## src/rtl/penta_bcd_editor.sv

```systemverilog
// Cursor-driven multi-digit BCD editor fed by five debounced button pulses.
// Optional idle auto-abort in EDIT is enabled by defining EDIT_TIMEOUT_EN.
module penta_bcd_editor #(
   parameter int                  DIGITS         = 4,
   parameter logic [4*DIGITS-1:0] INIT_VALUE     = {(4*DIGITS){1'b0}},
   parameter int                  TIMEOUT_CYCLES = 50000000
) (
   input  logic                  sysclk,
   input  logic                  reset,
   input  logic                  btn_up,
   input  logic                  btn_down,
   input  logic                  btn_left,
   input  logic                  btn_right,
   input  logic                  btn_enter,
   output logic [4*DIGITS-1:0]   value,
   output logic [4*DIGITS-1:0]   edit_value,
   output logic [2:0]            cursor,
   output logic                  editing,
   output logic                  commit_pulse,
   output logic                  abort_pulse
);

   localparam int         DW      = 4 * DIGITS;
   localparam logic [2:0] CUR_MAX = 3'(DIGITS - 1);

   typedef enum logic [0:0] {
      IDLE = 1'b0,
      EDIT = 1'b1
   } state_t;

   state_t          state_r, next_state_s;
   logic [DW-1:0]   value_nx_s, edit_nx_s;
   logic [2:0]      cursor_nx_s;
   logic            commit_nx_s, abort_nx_s;
   logic            tmo_hit_s;

   // Wrapping single-digit step; out-of-range nibbles are forced back into 0..9.
   function automatic logic [3:0] bcd_step(input logic [3:0] d, input logic inc);
      logic [3:0] r;
      if (inc) begin
         r = (d >= 4'd9) ? 4'd0 : d + 4'd1;
      end else begin
         r = (d == 4'd0 || d > 4'd9) ? 4'd9 : d - 4'd1;
      end
      return r;
   endfunction

   function automatic logic [DW-1:0] bump(input logic [DW-1:0] v, input logic [2:0] pos,
                                          input logic inc);
      logic [DW-1:0] r;
      r = v;
      for (int i = 0; i < DIGITS; i++) begin
         if (3'(i) == pos) begin
            r[4*i +: 4] = bcd_step(v[4*i +: 4], inc);
         end else begin
            r[4*i +: 4] = v[4*i +: 4];
         end
      end
      return r;
   endfunction

`ifdef EDIT_TIMEOUT_EN
   localparam int TW = $clog2(TIMEOUT_CYCLES) + 1;
   logic [TW-1:0] tmo_cnt_r;
   logic          any_btn_s;

   assign any_btn_s = btn_up | btn_down | btn_left | btn_right | btn_enter;
   assign tmo_hit_s = (state_r == EDIT) && (tmo_cnt_r == TW'(TIMEOUT_CYCLES - 1));

   // Idle counter: advances only while staying in EDIT with no button activity.
   always_ff @(posedge sysclk or posedge reset) begin
      if (reset) begin
         tmo_cnt_r <= {TW{1'b0}};
      end else if (state_r == EDIT && next_state_s == EDIT && !any_btn_s) begin
         tmo_cnt_r <= tmo_cnt_r + TW'(1);
      end else begin
         tmo_cnt_r <= {TW{1'b0}};
      end
   end
`else
   logic unused_cfg_s;
   assign unused_cfg_s = (TIMEOUT_CYCLES > 0);
   assign tmo_hit_s    = 1'b0;
`endif

   // Next-state and next-output decode; buttons resolved enter > up > down > left > right.
   always_comb begin
      next_state_s = state_r;
      value_nx_s   = value;
      edit_nx_s    = edit_value;
      cursor_nx_s  = cursor;
      commit_nx_s  = 1'b0;
      abort_nx_s   = 1'b0;
      case (state_r)
         IDLE: begin
            if (btn_enter) begin
               next_state_s = EDIT;
               edit_nx_s    = value;
               cursor_nx_s  = 3'd0;
            end else begin
               next_state_s = IDLE;
            end
         end
         EDIT: begin
            if (btn_enter) begin
               next_state_s = IDLE;
               value_nx_s   = edit_value;
               cursor_nx_s  = 3'd0;
               commit_nx_s  = 1'b1;
            end else if (btn_up) begin
               edit_nx_s = bump(edit_value, cursor, 1'b1);
            end else if (btn_down) begin
               edit_nx_s = bump(edit_value, cursor, 1'b0);
            end else if (btn_left) begin
               cursor_nx_s = (cursor >= CUR_MAX) ? 3'd0 : cursor + 3'd1;
            end else if (btn_right) begin
               cursor_nx_s = (cursor == 3'd0) ? CUR_MAX : cursor - 3'd1;
            end else if (tmo_hit_s) begin
               next_state_s = IDLE;
               edit_nx_s    = value;
               cursor_nx_s  = 3'd0;
               abort_nx_s   = 1'b1;
            end else begin
               next_state_s = EDIT;
            end
         end
         default: begin
            next_state_s = IDLE;
            edit_nx_s    = value;
            cursor_nx_s  = 3'd0;
         end
      endcase
   end

   // State and output registers.
   always_ff @(posedge sysclk or posedge reset) begin
      if (reset) begin
         state_r      <= IDLE;
         value        <= INIT_VALUE;
         edit_value   <= INIT_VALUE;
         cursor       <= 3'd0;
         editing      <= 1'b0;
         commit_pulse <= 1'b0;
         abort_pulse  <= 1'b0;
      end else begin
         state_r      <= next_state_s;
         value        <= value_nx_s;
         edit_value   <= edit_nx_s;
         cursor       <= cursor_nx_s;
         editing      <= (next_state_s == EDIT);
         commit_pulse <= commit_nx_s;
         abort_pulse  <= abort_nx_s;
      end
   end

endmodule
```

## config.mk

```make
export PLATFORM = sky130hd
export DESIGN_NAME = penta_bcd_editor
export DESIGN_NICKNAME = d
export VERILOG_FILES = /design/src/rtl/penta_bcd_editor.sv
export SDC_FILE = /design/constraint.sdc
export NUM_CORES = 1
export LEC_CHECK = 0
export ABC_AREA = 1
export CAP_MARGIN = 15
export CELL_PAD_IN_SITES_DETAIL_PLACEMENT = 0
export CELL_PAD_IN_SITES_GLOBAL_PLACEMENT = 1
export CORE_AREA = 2 2 84 86
export CTS_CLUSTER_DIAMETER = 30
export DETAILED_ROUTE_END_ITERATION = 16
export DIE_AREA = 0 0 86 88
export GPL_TIMING_DRIVEN = 0
export PLACE_DENSITY_LB_ADDON = 0.1
export RECOVER_POWER = 25
export SLEW_MARGIN = 15
export SYNTH_ARGS = -nofsm -noshare
export SYNTH_HDL_FRONTEND = slang
export SYNTH_SLANG_ARGS = --single-unit
```

## constraint.sdc

```tcl
create_clock -name sysclk -period 2.1 [get_ports sysclk]
set_input_delay 0.21 -clock sysclk [delete_from_list [all_inputs] [get_ports sysclk]]
set_output_delay 0.21 -clock sysclk [all_outputs]
set_load 0.03 [all_outputs]
```

# Yosys cells after proc, flatten, opt, wreduce, memory -nomap -nowiden
# Index checks and enable logic that the tools add are counted.
# Widths: inputs -> output; s select.
dict set report op_classes {
  add_sub_neg 10
  order_cmp 9
  eq_ne 13
  mux 34
  bitwise 1
  reduce_logical 15
}
# cell n
set ops {}
lappend ops {{$mux 16} 4}
lappend ops {{$mux 4} 16}
lappend ops {{$pmux 16 s2} 1}
lappend ops {{$mux 3} 8}
lappend ops {{$reduce_and 4->1} 5}
lappend ops {{$add 4x1->4 const B} 4}
lappend ops {{$ge 4x4->1 const B} 4}
lappend ops {{$gt 4x4->1 const B} 4}
lappend ops {{$logic_not 4->1} 4}
lappend ops {{$sub 4x1->4 const B} 4}
lappend ops {{$ne 3x3->1 const B} 3}
lappend ops {{$ne 2x1->1 const B} 4}
lappend ops {{$eq 2x3->1 const A} 2}
lappend ops {{$pmux 3 s2} 1}
lappend ops {{$logic_or 1x1->1} 4}
lappend ops {{$ne 2x2->1 const B} 2}
lappend ops {{$ne 4x4->1 const B} 1}
lappend ops {{$add 3x1->3 const B} 1}
lappend ops {{$eq 1x3->1 const A} 1}
lappend ops {{$ge 3x2->1 const B} 1}
lappend ops {{$logic_not 3->1} 1}
lappend ops {{$mux 1} 3}
lappend ops {{$sub 3x1->3 const B} 1}
lappend ops {{$pmux 1 s2} 1}
lappend ops {{2 further kinds} 2}
dict set report word_totals {
  ff_bits 37
}

# Logic depth before layout (Yosys ltp)
dict set report logic_depth {
  ltp_word 8
  ltp_mapped 10
}

# Worst setup path before layout
# No wires, ideal clock.
dict set report synth_timing {
  path_type {register -> register}
  from {reg edit_value[0]}
  to {reg edit_value[1]}
  arrival_time_ns 1.494
  required_time_ns 1.973
  setup_slack_ns 0.478
  path_stages_with_launch 11
  n_path_buf 0
  path_cell_list {dfrtp_1 > inv_1 > ha_1 > nand2_1 > nand2_1 > nand2_1 > nand2_1 > nand2_1 > nand3_1 > nand3_1 > o21ai_0}
}
dict set report synth_via {
  elab_chain_len 8
  elab_cells_between_ends 14
}
# item line_no
set synth_lines {}
lappend synth_lines {{start: declaration} 16} ;# output logic [4*DIGITS-1:0] edit_value,
lappend synth_lines {{start signal: assignment} 148} ;# edit_value <= edit_nx_s;
lappend synth_lines {{$gt 4x4->1 / $logic_not 4->1 (equally long branches)} 43} ;# r = (d == 4'd0 || d > 4'd9) ? 4'd9 : d - 4'd1;
lappend synth_lines {{$logic_or 1x1->1} 43}
lappend synth_lines {{$mux 4} 43}
lappend synth_lines {{$mux 4} 53} ;# if (3'(i) == pos) begin
lappend synth_lines {{$mux 16} 112} ;# end else if (btn_down) begin
lappend synth_lines {{$mux 16 *} 110} ;# end else if (btn_up) begin
lappend synth_lines {{$mux 16 *} 105} ;# if (btn_enter) begin
lappend synth_lines {{$pmux 16 s2 *} 94} ;# case (state_r)
# Mark *: on every way between the ends. The rest lies on a longest branch, timed or not. The select of a mux whose other input is x is not followed.
# A chain may end at the register's enable or synchronous reset.

# Worst setup path after layout
dict set report layout_timing {
  from {reg edit_value[0]}
  to {out edit_value[0]}
}
# No word-level cell between the ends.

==> results.md <==
- Status: finished, final reports clean
- Top Ports: 45
- Vias in the first global route: 2300
- Top cells by count, synth: nand2_1, nand3_1, dfrtp_1
- Hold crit path type: primary input to asynchronous set/reset pin
- Startpoint types: flop
- CP Cell Sequence: clkdlybuf4s50_1
- Layout cells sized above 1: 7.11%
- Die W: 86 um
- CP top delay family: buffers and inverters
- H-Tree Depth: 2
- Ant diodes: 0
- Hold Vio Cnt, Final: 0
- Routability cong.: 0.877
- CP Buf/Inv Count: 1
- Initial Utilization: 39.3%
- Hold buffer count at cts: 0
- Layout area overhead: 23.7%
- GRT Overall Usage: about a fifth
- Num CTS Buffers: 5
- Post-Syn Area: 2610 sq um
- Initial antenna violation count: 0
- Die area: 7570 sq um
- Seq cells post-synth: 37
- Setup violators final: 0
- Max-cap violations: 0
- Port Buffers: 43
- Ys flop type: dfrtp_1
- Seq/Total Area, Yosys: 35.5%
- Fin Clk Skew: 0.00542 ns
- HPWL Detailed: 5000 um
- Leak: between 0.0015 and 0.002 uW
- Initial detailed-routing violation count: around 130
- Drt drc: 0
- Worst setup EP type: output pin
- Most common cell in the netlist: nand2_1
- First-pass GRT wire length: 11400 um
- Syn Nets: slightly below 400
- Number of enable flip-flop cells after synthesis: 0
- Largest cells by area after synthesis: dfrtp_1, nand2_1, ha_1, nand3_1, o21ai_0
- # Post-CTS Setup Buffers: 0
- Area of the multi-input gates: 1460 sq um
- Hold_ws: ~0.33 ns
- Clock Path Buffers: 2
- Synth unique cells: 26
- Post-cts sizing count: 0
- Clock-pin slew on the worst setup and hold paths: 0.08 ns
- Critical Path RT: 1.89 ns
- Worst-path fanout max: 8
- Die Ht: 88 um
- Avg WL per Cell: 13.6 um
- Async SR Flop Fraction: 100%
- Filler cells: 709
- Rel. slew slack: 45.7%
- Pins over their slew limit: 0
- GRT Residual Overflow: 0
- Clock latency on the worst-skew pair: 0.29 ns
- Synth top area share: 35.5%
- Worst VDD drop: 0.645 mV
- Final TNS setup: 0 ns
- Worst Tran Pin Value: 0.814 ns
- CP max stage delay: between 0.7 and 0.8 ns
- Tcrit/Tclk final: approximately 83%
- CP max stage cell: clkdlybuf4s50_1
- Sinks on Clock Net: 37
- Detailed-route wire length: about 7000 um
- Mean Syn Cell Area: 7.06 sq um
- Largest net degree at the start of global routing: 31
- Row count: 30
- CTS tree: built
- Root buf cell: clkbuf_8
- Vias: about 2500
- Vias per cell: just over 5
- Nets@finish: 449
- Critical path type: flop to output pin
- Mapped Cells: 370
- Yosys warns: 0
- Crit path DAT: roughly 1.5 ns
- Core Footprint: 6640 sq um
- FMAX: 0.575 GHz
- Yosys top cell by area: dfrtp_1
- PD cells: 1740 nW/um^2
- Register area: 926 sq um
- Min Tclk post-route: 1.74 ns
- TritonRoute pass-1 iters: 4
- Final ANT Viol Nets: 0
- Final core occ: approximately half
- Unrepaired setup endpoints after global routing: false
worst reg2reg max path: stages, from the launching register on:
cell,delay (ns)
dfrtp_1,0.51
inv_1,0.15
ha_1,0.25
nand2_1,0.07
nand2_1,0.10
nand2_1,0.11
nand3_1,0.09
nand2_1,0.08
nand3_1,0.07
a21boi_1,0.18
sequential cells by signal (all words and copies together), names as in the netlist:
register / count
cursor: 3
state_r: 1
value: 16
edit_value: 16
commit_pulse: 1
kinds of logic after synthesis:
kind of cell             count (synthesis)  synth area share [%]
AO/OA/AOI/OAI                           57                  11.9
XOR/XNOR                                 5                  1.68
adder cells (fa/ha/maj)                 21                  10.1
buffers and inverters                   53                  8.77
flip-flops                              37                  35.5
other                                    1                 0.144
AND/OR/NAND/NOR                        196                  32.0
power by group:
part	leakage [uW]	internal [uW]	switching [uW]
Sequential	0.000463	1040	386
Combinational	0.00109	1380	2310
Clock	0.0000450	231	269
Total	0.00160	2650	2960
layout by cell type (no fill, tap or decap), drive strengths merged:
master,netlist,final
clkinv,0,2
buf,7,7
nor2,31,31
nand4,3,3
inv,42,42
clkdlybuf4s50,0,42
a21boi,1,1
conb,1,1
a22oi,1,1
o21ai,41,41
ha,21,21
a21oi,11,11
clkbuf,4,11
nand2,118,118
nor3,1,1
dlygate4sd3,0,1
xnor2,1,1
xor2,4,4
dfrtp,37,37
o22ai,3,3
nand3,43,43
final timing paths:
check,endpoint,cells after the start,slack [ns],from
max,edit_value[0],1,0.36,edit_value[0]
min,edit_value[14],2,0.33,reset
max reg2reg,edit_value[0],9,0.42,edit_value[0]
min reg2reg,value[3],2,0.51,value[3]
max in group asynchronous,cursor[2],3,0.67,reset
min in group sysclk,value[3],2,0.51,value[3]
per-stage QoR:
step	cells	setup slack (ns)	total power, uW	area, sq um
3_3_place_gp	493	0.0816	5130	3140
2_1_floorplan	370	0.478	3930	2610
6_report	502	0.361	5610	3230
3_5_place_dp	494	0.129	5140	3160
5_1_grt	502	0.244	6170	3230
4_1_cts	502	0.344	5660	3240
layout make-up:
type	instances	area share, %
tap	80	3.10
timing repair buffer	44	13.5
inverter	42	4.88
buffer	11	2.21
multi-input combinational	280	45.1
clock buffer	6	2.25
clock inverter	2	0.310
sequential	37	28.7
metal layers:
| metal | wire (um) | track usage (%) |
|---|---|---|
| met1 | 3360 | 26.7 |
| met2 | 3100 | 31.6 |
| met3 | 304 | 2.92 |
| met4 | 76 | 4.33 |
| met5 | 0 | 0 |
Note: power is estimated with default switching activity, not from simulation.
